<file path="config.mk">
export PLATFORM = sky130hd
export DESIGN_NAME = lcd_cmd_arbiter
export DESIGN_NICKNAME = d
export VERILOG_FILES = /design/src/rtl/lcd_cmd_arbiter.sv
export SDC_FILE = /design/constraint.sdc
export NUM_CORES = 1
export LEC_CHECK = 0
export ABC_AREA = 0
export CORE_AREA = 8 8 68 82
export DETAILED_ROUTE_END_ITERATION = 7
export DIE_AREA = 0 0 76 90
export HOLD_SLACK_MARGIN = 0.15
export SETUP_SLACK_MARGIN = 0.1
export SLEW_MARGIN = 20
export SYNTH_ARGS = -nofsm -noshare
export SYNTH_HDL_FRONTEND = slang
export SYNTH_SLANG_ARGS = --single-unit
</file>
<file path="constraint.sdc">
create_clock -name clk -period 2.1 [get_ports clk]
set_input_delay 0.42 -clock clk [delete_from_list [all_inputs] [get_ports clk]]
set_output_delay 0.42 -clock clk [all_outputs]
set_load 0.03 [all_outputs]
</file>
<file path="src/rtl/lcd_cmd_arbiter.sv">
// lcd_cmd_arbiter: round-robin arbiter sharing one LCD controller command port (start/done + settle delay) among NREQ requesters. Optional LCD_ARB_TIMEOUT_EN adds a WAIT timeout. Ports: clk, rst, req_valid/req_data/req_ready, lcd_start/lcd_data/lcd_rs/lcd_done, grant_id, busy, err_timeout.
module lcd_cmd_arbiter #(
  parameter int NREQ       = 2,
  parameter int DLY_CYCLES = 262143,
  parameter int DLY_W      = 18,
  parameter int TIMEOUT    = 65535
) (
  input  logic                clk,
  input  logic                rst,
  input  logic [NREQ-1:0]     req_valid,
  input  logic [9*NREQ-1:0]   req_data,
  output logic [NREQ-1:0]     req_ready,
  output logic                lcd_start,
  output logic [7:0]          lcd_data,
  output logic                lcd_rs,
  input  logic                lcd_done,
  output logic [2:0]          grant_id,
  output logic                busy,
  output logic                err_timeout
);
  typedef enum logic [1:0] {IDLE, START, WAIT, DLY} state_t;
  state_t state, state_nx;
  logic [2:0] rr_ptr, win;
  logic [8:0] win_data;
  logic [DLY_W-1:0] dly_cnt;
  logic any, accept, fin, tmo;
  int best_d, d;
  always_comb begin
    best_d = NREQ;
    d = 0;
    win = 3'd0;
    win_data = 9'd0;
    for (int i = 0; i < NREQ; i++) begin
      d = (i >= int'(rr_ptr)) ? i - int'(rr_ptr) : i + NREQ - int'(rr_ptr);
      if (req_valid[i] && d < best_d) begin
        best_d = d;
        win = 3'(i);
        win_data = req_data[9*i +: 9];
      end
    end
    any = |req_valid;
    accept = (state == IDLE) && any && !rst;
    req_ready = '0;
    for (int i = 0; i < NREQ; i++) req_ready[i] = accept && (win == 3'(i));
  end
`ifdef LCD_ARB_TIMEOUT_EN
  logic [31:0] wcnt;
  assign tmo = (state == WAIT) && !lcd_done && (wcnt == 32'(TIMEOUT - 1));
  always_ff @(posedge clk) begin
    if (rst) begin
      wcnt <= '0;
      err_timeout <= 1'b0;
    end else begin
      wcnt <= (state == WAIT) ? wcnt + 32'd1 : '0;
      err_timeout <= tmo;
    end
  end
`else
  assign tmo = 1'b0;
  assign err_timeout = 1'b0;
`endif
  assign fin = (state == WAIT) && (lcd_done || tmo);
  always_comb begin
    state_nx = state;
    case (state)
      IDLE:  state_nx = any ? START : IDLE;
      START: state_nx = WAIT;
      WAIT:  state_nx = fin ? ((DLY_CYCLES == 0) ? IDLE : DLY) : WAIT;
      DLY:   state_nx = (dly_cnt == DLY_W'(DLY_CYCLES - 1)) ? IDLE : DLY;
      default: state_nx = IDLE;
    endcase
  end
  always_ff @(posedge clk) begin
    if (rst) begin
      state    <= IDLE;
      rr_ptr   <= '0;
      dly_cnt  <= '0;
      lcd_data <= '0;
      lcd_rs   <= 1'b0;
      grant_id <= '0;
    end else begin
      state   <= state_nx;
      dly_cnt <= (state == DLY) ? dly_cnt + 1'b1 : '0;
      if (accept) begin
        lcd_rs   <= win_data[8];
        lcd_data <= win_data[7:0];
        grant_id <= win;
        rr_ptr   <= (win == 3'(NREQ - 1)) ? 3'd0 : win + 3'd1;
      end
    end
  end
  assign lcd_start = (state == START);
  assign busy = (state != IDLE);
endmodule
</file>
* Yosys cells after proc, flatten, opt, wreduce, memory -nomap -nowiden
Index checks and enable logic that the tools add are counted.
** Cells by class
- Add/sub/neg operators :: 6
- $lt $le $gt $ge :: 4
- Eq/ne operators :: 5
- Muxes and demuxes :: 11
- Bitwise operators :: 1
- Reductions and logical operators :: 13
** Operators with widths (number)
- $mux W32 :: 3
- $lt A32 B3 Y1 const B :: 1
- $lt A32 B32 Y1 :: 1
- $add A18 B1 Y18 const B :: 1
- $eq A18 B18 Y1 const B :: 1
- $mux W9 :: 2
- $pmux W2 S4 :: 1
- $sub A1 B3 Y4 const A :: 2
- $sub A2 B3 Y4 const A :: 2
- $logic_and A1 B1 Y1 :: 7
- $ge A1 B3 Y1 const A :: 2
- $eq A2 B2 Y1 const B :: 2
- $reduce_or A2 Y1 :: 2
- $add A3 B1 Y3 const B :: 1
- $eq A3 B1 Y1 const B :: 1
- $logic_not A3 Y1 :: 1
- $mux W1 :: 3
- $mux W3 :: 1
- $eq A2 B1 Y1 const B :: 1
- $logic_not A2 Y1 :: 1
- $mux W2 :: 1
- $reduce_bool A2 Y1 :: 1
- $logic_not A1 Y1 :: 1
- $not A1 Y1 :: 1
** Word-level totals
- Register bits after elaboration :: 35
- Input port bits :: 23
- Output and inout port bits :: 17
- Word-level logic and storage cells :: 46

* Depth between registers and ports, before layout
Gate-level depths: netlist (run 1).
- Depth in word-level cells :: 10
- Depth in mapped cells :: 7
- Mapped depth without buffers :: 5

* Least setup slack after synthesis (run 1)
No wires, ideal clock.
- Kind :: input-to-output
- From :: in req_valid[0]
- To :: out req_ready[1]
- Arrival time :: 1791 ps
- Required time :: 1680 ps
- Path slack :: -111 ps
- Stages :: 5
- Buffers on the path :: 2
- Path through :: clkbuf_1 clkbuf_1 ha_1 a211oi_2 and2_1
** On the way
- Longest elaborated chain between the ends :: 7
- Elaborated cells between the ends (all ways) :: 10
- Those cells by class :: 1 x order compare; 1 x eq/ne; 2 x mux; 6 x reduce/logical
** Ends and longest elaborated chain
- start, declared :: RTL line 10 : input logic [NREQ-1:0] req_valid,
- $logic_and A1 B1 Y1 :: RTL line 35 : if (req_valid[i] && d < best_d) begin
- $mux W32 :: RTL line 35
- $lt A32 B32 Y1 :: RTL line 35
- $logic_and A1 B1 Y1 :: RTL line 35
- $mux W1 :: RTL line 35
- $eq A3 B1 Y1 :: RTL line 44 : for (int i = 0; i < NREQ; i++) req_ready[i] = accept && (win == 3'(i));
- $logic_and A1 B1 Y1 (*) :: RTL line 44
- end, declared :: RTL line 12 : output logic [NREQ-1:0] req_ready,
Every way passes the cells marked *; elsewhere a longest branch is shown, timed or not.

* Worst setup path in the final report (run 1)
- From :: in req_valid[1]
- To :: out req_ready[0]
** On the way
- Longest elaborated chain between the ends :: 4
- Elaborated cells between the ends (all ways) :: 7
- Those cells by class :: 1 x mux; 6 x reduce/logical
** Ends and longest elaborated chain (RTL line)
- $logic_and A1 B1 Y1 / $reduce_or A2 Y1 (equally long branches) :: 35, 41
- $mux W1 / $logic_and A1 B1 Y1 (equally long branches) :: 35, 42
- $logic_not A3 Y1 / $logic_and A1 B1 Y1 (equally long branches) :: 44, 42
- $logic_and A1 B1 Y1 (*) :: 44
Marks and branches as above.

==> results of run 1 <==
[final cells by class]
| class | instances | area, um^2 | area share |
|---|---|---|---|
| well taps | 58 | 72.57 | 0.03585 |
| clock buffers | 8 | 100.1 | 0.04944 |
| repair buffers | 43 | 409.1 | 0.2021 |
| inverters | 4 | 15.01 | 0.007417 |
| multi-input cells | 127 | 807.0 | 0.3986 |
| flip-flops and latches | 31 | 620.6 | 0.3066 |
[state kept, by name, indices dropped and copies added, names as in the netlist]
name      flops
state         2
grant_id      1
lcd_rs        1
rr_ptr        1
dly_cnt      18
lcd_data      8
[worst max-delay path by stage]
stage / start / end / slack [ns] / depth (start not counted)
2_1_floorplan: req_valid[0] / req_ready[1] / 0.13 / 5
3_3_place_gp: req_valid[0] / req_ready[0] / -0.1 / 5
3_5_place_dp: req_valid[0] / req_ready[0] / -0.12 / 5
4_1_cts: req_valid[0] / req_ready[0] / 0.12 / 5
5_1_grt: req_valid[1] / req_ready[0] / 0.1 / 5
6_report: req_valid[1] / req_ready[0] / 0.14 / 5
[synthesized netlist by cell type (all sizes together)]
cell | count | area [um^2]
nand3 | 14 | 75.07
buf | 5 | 38.78
nand4 | 5 | 61.31
nor2 | 23 | 86.33
a211oi | 1 | 12.51
o21ai | 7 | 35.03
a211o | 1 | 8.760
a311oi | 9 | 78.83
a21oi | 6 | 30.03
clkbuf | 6 | 22.52
inv | 4 | 15.01
xor2 | 6 | 52.55
o41ai | 1 | 8.760
xnor2 | 2 | 17.52
nand2b | 1 | 6.260
or2b | 1 | 7.510
or4 | 2 | 15.01
o21bai | 1 | 7.510
nor2b | 1 | 6.260
dfxtp | 31 | 620.6
and4 | 3 | 30.03
a21o | 2 | 15.01
conb | 1 | 3.750
nand2 | 20 | 75.07
or3 | 6 | 37.54
nor3 | 1 | 10.01
or2 | 2 | 12.51
and2 | 3 | 18.77
ha | 3 | 37.54
o211ai | 2 | 15.01
[cell families after synthesis]
kind of cell,share of synthesized area
other cells,0.002566
simple gates,0.3022
xor+xnor,0.04795
buf+inv,0.05222
compound gates,0.1447
fa+ha+maj,0.02569
flops,0.4247
[per-layer routing]
layer | routed length (um) | up-vias
li1 | - | 675
met1 | 1395 | 568
met2 | 1511 | 38
met3 | 350 | 4
met4 | 36 | 0
met5 | 0 | -
[power by group through the flow]
stage | sequential, mW | clock [mW] | combinational, mW
2_1_floorplan | 0.724 | 0 | 0.186
3_3_place_gp | 0.671 | 0 | 0.403
3_5_place_dp | 0.672 | 0 | 0.401
4_1_cts | 0.659 | 0.527 | 0.399
5_1_grt | 0.666 | 0.554 | 0.434
6_report | 0.659 | 0.506 | 0.397
[through the flow]
stage                     std cells    util  total power [mW]  worst slack, ns
after floorplan                 173       -            0.9096           0.1272
after global placement          263  0.4399             1.074         -0.09952
after detailed placement        263  0.4399             1.073          -0.1158
after CTS                       271  0.4622             1.585           0.1179
after global routing            271  0.4645             1.654          0.09944
final                           271  0.4645             1.561           0.1437
==> impl_metrics.toml, run 1 <==
[floorplan]
design.portCount = 40
die_height_um = 90
horiz_die_dim_um = 76
rows = 27
core_um2 = 4358
die_area_um2 = 6840
initial_core_utilization = 0.3353

[cts]
clock_tree.htree_level_count = 2
cts_inserted_buffers = 5
clock-sinks = 31
clk_transition_reported_paths_ns = 0.06
cts_hold_repair.buffers = 0
tritoncts_clock_tree = "built"
clockBufferDepth = 2
clock-root-buffer = "clkbuf_8"
insertion_delay_ns = 0.27
cts.repair.resized = 2
postCtsSetupBuffers = 0

[sta]
finalClockSkew_ns = 0.004972
finalHoldViolations = 0
min_period_over_period = 0.9316
report.final.setup_viol = 0
min_period_ns = 1.956
fmaxAchievable_ghz = 0.5112
hold_ws_ns = 0.4509
maxSlewViolCount = 0
timing.setup.tns_ns = 0
rsz0062_at_grt = "false"

[route]
route.detailed.drc = 0
average_vias_per_placed_instance = 4.742
detail_route.wl_per_cell_um = 12.15
dr.first_iter.drc_count = 41
drt_pass1_iterations = 4
num_vias = 1285
ant_nets = 0
wirelength_um = 3293

[pwr]
p_comb_frac = 0.254
power.ir.vdd_worst_mv = 0.5152
clock_power_share = 0.324
p_seq_frac = 0.422
netSwitchingPower_uw = 452.7
power.static_leakage_nw = 0.7537
power.density_nw_per_um2 = 771.3
swShare = 0.2899
internal-power_mw = 1.109

[critical_path]
worst_r2r_startpoint = "state[0]$_SDFF_PP0_"
worst-endpoint-arrival_ns = 1.54
path_buf_inv = 3
timing.critical_path.fanout_max = 2
criticalPathCategory = "in -> out"
cp-end-kind = "primary output"
r2r_cells = 5
timing.rr.end = "lcd_data[2]$_SDFFE_PP0P_"
rrSetupSlack_ns = 0.61
worst_path_dominant_cell_family = "buffers and inverters"
cp_cell_sequence = "clkdlybuf4s50_1 -> inv_1 -> a211o_1 -> and2_4 -> buf_4"
critical-path-slowest-cell = "clkdlybuf4s50_1"
data_required_critical_path_ns = 1.68
cp-start-kind = "primary input"
cpPeakStageDelay_ns = 0.47

[placed_design]
place.port_buffers = 36
placedInstanceArea_um2 = 1917
dpl.hpwl_um = 2607
finalWeightedCongestion = 0.7643

[yosys]
yosysWarningCount = 0
post_synthesis_cell_area_um2 = 1461
synth_seq_cells = 31
post_synthesis_cell_count = 170
synth_cell_types = 36
synth-seq-area-share = 0.4247
post_synth.cell_area_avg_um2 = 8.596

[cells_and_area]
fin_nets = 238
drive_gt1_frac = 0.1221
area_growth_syn_to_layout_pct = 38.53
final.fill_count = 421
antennaDiodeCount = 0
final_cell_mix = "dfxtp_1, clkdlybuf4s50_1, nor2_1, nand2_1, nand3_1"
post-route-cell-area_um2 = 2024

[job]
max_cap_viol_count = 0

[run_status]
outcome = "finished, final reports clean"

[global_routing]
global_route.usage.met2 = 0.1675
globalRouteOverflowTotal = 0
gr_met3_demand_resource = 0.06375
number_of_global_route_vias_before_repair = 1372
use_met1 = 0.1063
grt_antenna_before_repair = 0
grt_most_used_layer = "met2"
grt_max_degree = 20
grt_use_total = 0.1032
first_pass_grt_wire_length_um = 5954

[min_path]
holdCritPathClass = "reg -> reg"
worst_hold_path.num_cells = 1
timing.hold.worst_endpoint = "grant_id[0]$_SDFFE_PP0P_"
hold_start = "grant_id[0]$_SDFFE_PP0P_"
(Power assumes the default switching activity.)
==> run 2: changes to the inputs <==
PLACE_DENSITY_LB_ADDON = 0.08   (was unset)
==> run 2 against run 1 <==
Compared with the run above: critical path depth stayed put; register-to-register slack worse by 0.09 ns; critical endpoint unchanged; via count is 4.7% higher; highest routed layer unchanged; clock power is 11% lower; largest power group unchanged; global-route usage is 0.94 points higher; wire length is 12% higher; non-clock buffer count is 2 higher; worst hold slack better by 0.0029 ns; critical path type unchanged; maximum frequency is 1.0% lower; first-iteration DRC count is 12% higher.
==> impl_metrics.toml, run 2 (synthesized netlist as in run 1, its figures left out) <==
[cells_and_area]
layout.core_utilization = 0.4634
drive_gt1_frac = 0.1256
layout_top_registers = "dly_cnt x18, lcd_data x8, state x2"
max_flop_register = "dly_cnt"
finalNonFillerCells = 273
final_cell_mix = "dfxtp_1, clkdlybuf4s50_1, nor2_1, nand2_1, nand3_1"
area_growth_syn_to_layout_pct = 38.19
fin_nets = 240
number_of_flip_flops_in_the_largest_register = 18
antennaDiodeCount = 0

[route]
dr.first_iter.drc_count = 46
num_vias = 1346
ant_nets = 0
detail_route.wl_per_cell_um = 13.48
drt_pass1_iterations = 5
route.detailed.drc = 0
wirelength_um = 3680
average_vias_per_placed_instance = 4.930

[placed_design]
placement.setup.worst_slack_ns = -0.1060
finalWeightedCongestion = 0.7543
place.port_buffers = 36
place.detailed.instances = 264
dpl.hpwl_um = 2823

[floorplan]
die_height_um = 90
initial_core_utilization = 0.3353
rows = 27
horiz_die_dim_um = 76
design.portCount = 40
die_area_um2 = 6840
core_um2 = 4358

[sta]
report.final.setup_viol = 0
min_period_ns = 1.976
setup_slack_ns = 0.1239
maxSlewViolCount = 0
finalHoldViolations = 0
finalClockSkew_ns = 0.006520
rsz0062_at_grt = "true"
min_period_over_period = 0.9410
fmaxAchievable_ghz = 0.5061

[run_status]
outcome = "finished, final reports clean"

[cts]
tritoncts_clock_tree = "built"
clock_tree.htree_level_count = 2
clockBufferDepth = 2
clock-sinks = 31
clk_transition_reported_paths_ns = 0.06
cts_inserted_buffers = 5
insertion_delay_ns = 0.28
clock-root-buffer = "clkbuf_8"
cts_hold_repair.buffers = 0

[global_routing]
grt_use_total = 0.1126
first_pass_grt_wire_length_um = 6423
grt_max_degree = 17
number_of_global_route_vias_before_repair = 1397
globalRouteOverflowTotal = 0
grt_antenna_before_repair = 0

[critical_path]
worst-endpoint-arrival_ns = 1.56
criticalPathCategory = "in -> out"
timing.critical_path.fanout_max = 4
data_required_critical_path_ns = 1.68
cp-end-kind = "primary output"
cp-start-kind = "primary input"

[pwr]
power_mw = 1.521
power.static_leakage_nw = 0.7544
power.ir.vdd_worst_mv = 0.3273
power.density_nw_per_um2 = 753.3

[job]
max_cap_viol_count = 0

[min_path]
holdCritPathClass = "reg -> reg"
## run 2: cell count changes in the layout (fill, tap and decap cells not counted)
cell and delta:
clkbuf_1 +1, dlygate4sd2_1 +1, clkbuf_8 -2, clkinv_2 +1, buf_4 +2, clkdlybuf4s15_1 -1
## run 2: worst max-delay path, cell delays in order
cell           delay [ns]
dlygate4sd2_1        0.29
ha_4                 0.25
a211o_1              0.27
and2_4               0.17
buf_4                0.16
## run 2: repair_timing
item	in CTS	in global routing
gates resized for setup	2	2
buffers inserted	0	1
pin swaps	0	1
setup endpoints to repair	3	3
## run 2: through the flow
stage          instance area (um^2)  hold slack, ns  setup TNS [ns]
2_1_floorplan                  1503          0.4255               0
3_3_place_gp                   1924          0.4372         -0.1079
3_5_place_dp                   1924          0.4459         -0.1910
4_1_cts                        2003          0.4611               0
5_1_grt                        2019          0.4839               0
6_report                       2019          0.4538               0
## run 2: layer usage
layer / wire (um) / part of all wire / vias to the layer above / track usage
met5: 0 / 0 / - / 0
met4: 51 / 0.014 / 0 / 0.04262
met3: 302 / 0.082 / 5 / 0.06076
met2: 1857 / 0.50 / 36 / 0.1947
met1: 1468 / 0.40 / 625 / 0.1096
li1: - / - / 680 / -
## run 2: worst paths after layout
check | cells after the start | from | slack (ns) | to
setup reg to reg | 6 | state[0]$_SDFF_PP0_ | 0.52 | lcd_data[3]$_SDFFE_PP0P_
hold reg to reg | 1 | dly_cnt[0]$_SDFF_PP0_ | 0.45 | dly_cnt[0]$_SDFF_PP0_
setup / recovery | 5 | req_valid[0] | 0.12 | req_ready[0]
hold / removal | 1 | dly_cnt[0]$_SDFF_PP0_ | 0.45 | dly_cnt[0]$_SDFF_PP0_
## run 2: power by group
part	total, mW	internal [mW]	leakage (nW)	switching [mW]
registers	0.660	0.633	0.252	0.0274
logic	0.410	0.185	0.460	0.224
clock network	0.452	0.232	0.0422	0.219
total	1.52	1.05	0.754	0.471
## run 2: cell type report
cell class | count | area, um^2
Clock buffer | 7 | 76.32
Clock inverter | 1 | 5.005
Fill cell | 439 | 2338
Inverter | 4 | 15.01
Multi-Input combinational cell | 127 | 807.0
Sequential cell | 31 | 620.6
Tap cell | 58 | 72.57
Timing Repair Buffer | 45 | 422.9
==> run 3: changes to the inputs <==
CORE_AREA = 8 8 67 80   (was 8 8 68 82)
DIE_AREA = 0 0 75 88   (was 0 0 76 90)
clock period = 2.5 ns   (was 2.1 ns; I/O delays follow)
==> run 3 against run 2 <==
Compared with the run above: worst hold slack improved by 0.0081 ns; critical path type is now reg -> out; final area fell by 0.56%; clock power fell by 3%; first-iteration DRC count down 17%; largest cell class unchanged; clock-buffer cell count stayed put; clock skew barely moved; die area is 3.5% lower; highest routed layer unchanged; wire length increased by 1.7%; combinational power fell by 20%.
==> impl_metrics.toml, run 3 (synthesized netlist as in run 1, its figures left out) <==
[critical_path]
rrSetupSlack_ns = 0.98
worst-endpoint-arrival_ns = 1.64
critical-path-slowest-cell = "clkdlybuf4s50_1"
critPathLaunch = "state[0]$_SDFF_PP0_"
r2r_cells = 4
timing.rr.end = "state[1]$_SDFF_PP0_"
cp_cell_sequence = "or2b_1 -> inv_1 -> clkdlybuf4s50_1"
cp-start-kind = "flop"
cp-end-kind = "primary output"
worst_r2r_startpoint = "dly_cnt[12]$_SDFF_PP0_"
criticalPathCategory = "reg -> out"
timing.critical_path.fanout_max = 5
data_required_critical_path_ns = 2.00
cpPeakStageDelay_ns = 0.68

[sta]
finalClockSkew_ns = 0.006289
report.final.setup_viol = 0
timing.setup.tns_ns = 0
rsz0062_at_grt = "false"
min_period_over_period = 0.8551
fmaxAchievable_ghz = 0.4678
setup_slack_ns = 0.3622
hold_ws_ns = 0.4619
finalHoldViolations = 0
min_period_ns = 2.138
maxSlewViolCount = 0

[global_routing]
number_of_global_route_vias_before_repair = 1410
globalRouteOverflowTotal = 0
grt_use_total = 0.1222
grt_max_degree = 21
grt_antenna_before_repair = 0
first_pass_grt_wire_length_um = 6237

[placed_design]
place.detailed.instances = 261
dpl.hpwl_um = 2945
placement.setup.worst_slack_ns = 0.09143
place.port_buffers = 36
finalWeightedCongestion = 0.7116

[route]
route.detailed.drc = 0
ant_nets = 0
average_vias_per_placed_instance = 4.929
wirelength_um = 3741
drt_pass1_iterations = 4
num_vias = 1326
detail_route.wl_per_cell_um = 13.91
dr.first_iter.drc_count = 38

[cells_and_area]
final_cell_mix = "clkdlybuf4s50_1, dfxtp_1, nor2_1, nand2_1, nand3_1"
finalNonFillerCells = 269
sequential_cell_area_um2 = 620.6
layout_commonest_cell = "clkdlybuf4s50_1"
layout.core_utilization = 0.4861
fin_nets = 238
max_flop_register = "dly_cnt"
multi_input_area_um2 = 788.3
drive_gt1_frac = 0.1174
area_growth_syn_to_layout_pct = 37.41
number_of_flip_flops_in_the_largest_register = 18
layout_top_registers = "dly_cnt x18, lcd_data x8, state x2"
final.fill_count = 421
antennaDiodeCount = 0

[floorplan]
initial_core_utilization = 0.3537
die_height_um = 88
die_area_um2 = 6600
horiz_die_dim_um = 75
core_um2 = 4131
rows = 26
design.portCount = 40

[run_status]
outcome = "finished, final reports clean"

[cts]
tritoncts_clock_tree = "built"
postCtsSetupBuffers = 0
clockBufferDepth = 2
cts_inserted_buffers = 5
clock_tree.htree_level_count = 2
clock-sinks = 31
cts_hold_repair.buffers = 0
clock-root-buffer = "clkbuf_8"
insertion_delay_ns = 0.28
clk_transition_reported_paths_ns = 0.06

[min_path]
hold_start = "dly_cnt[0]$_SDFF_PP0_"
timing.hold.worst_endpoint = "dly_cnt[0]$_SDFF_PP0_"
holdCritPathClass = "reg -> reg"
worst_hold_path.num_cells = 1

[pwr]
power.static_leakage_nw = 0.7414
power.density_nw_per_um2 = 658.3
power.ir.vdd_worst_mv = 0.2965

[job]
max_cap_viol_count = 0
==> run 3: cell count changes in the layout (fill, tap and decap cells not counted), sizes merged <==
cell / before / now
dlygate4sd2: 2 / 0
buf: 11 / 9
clkdlybuf4s50: 31 / 33
clkinvlp: 0 / 1
clkinv: 1 / 0
==> run 3: layer usage <==
metal / routed length (um) / share of wire / vias up / GRT usage
met5: 0 / 0 / - / 0
met4: 52 / 0.014 / 0 / 0.04821
met3: 281 / 0.075 / 6 / 0.05842
met2: 1900 / 0.51 / 35 / 0.2150
met1: 1506 / 0.40 / 609 / 0.1182
li1: - / - / 676 / -
==> run 3: final cells by class <==
type | count | area share
Clock buffer | 7 | 0.04797
Clock inverter | 1 | 0.003738
Inverter | 4 | 0.007477
Multi-Input combinational cell | 127 | 0.3925
Sequential cell | 31 | 0.3090
Tap cell | 56 | 0.03489
Timing Repair Buffer | 43 | 0.2044
==> run 3: worst max-delay path, delay by kind of cell (launching register included) <==
kind	cells	cell delay, ns
buffers and inverters	2	0.74
flip-flops	1	0.38
AND/OR/NAND/NOR	1	0.25
==> run 3: metrics by stage <==
step / power (mW) / cell area (um^2)
floorplan: 0.7529 / 1473
CTS: 1.344 / 2006
detailed placement: 0.8947 / 1889
finish: 1.322 / 2008
global placement: 0.8901 / 1889
global route: 1.397 / 2008
==> run 3: power by group <==
| part | leakage [nW] | total (mW) | switching (mW) | internal (mW) |
|---|---|---|---|---|
| Clock | 0.0505 | 0.437 | 0.187 | 0.250 |
| Combinational | 0.439 | 0.330 | 0.182 | 0.147 |
| Sequential | 0.252 | 0.555 | 0.0238 | 0.531 |
| Total | 0.741 | 1.32 | 0.393 | 0.929 |
==> run 3: worst max-delay path by stage <==
| stage | end | slack (ns) | cells after the start |
|---|---|---|---|
| 2_1_floorplan | req_ready[1] | 0.13 | 5 |
| 4_1_cts | req_ready[0] | 0.15 | 5 |
| 5_1_grt | lcd_start | 0.28 | 3 |
| 3_5_place_dp | req_ready[0] | 0.09 | 5 |
| 3_3_place_gp | req_ready[0] | 0.14 | 5 |
| 6_report | lcd_start | 0.36 | 3 |
==> run 3: what timing repair did <==
action	4_1_cts	5_1_grt
endpoints found under the setup margin	1	1
cloned	0	0
resized for setup	1	1
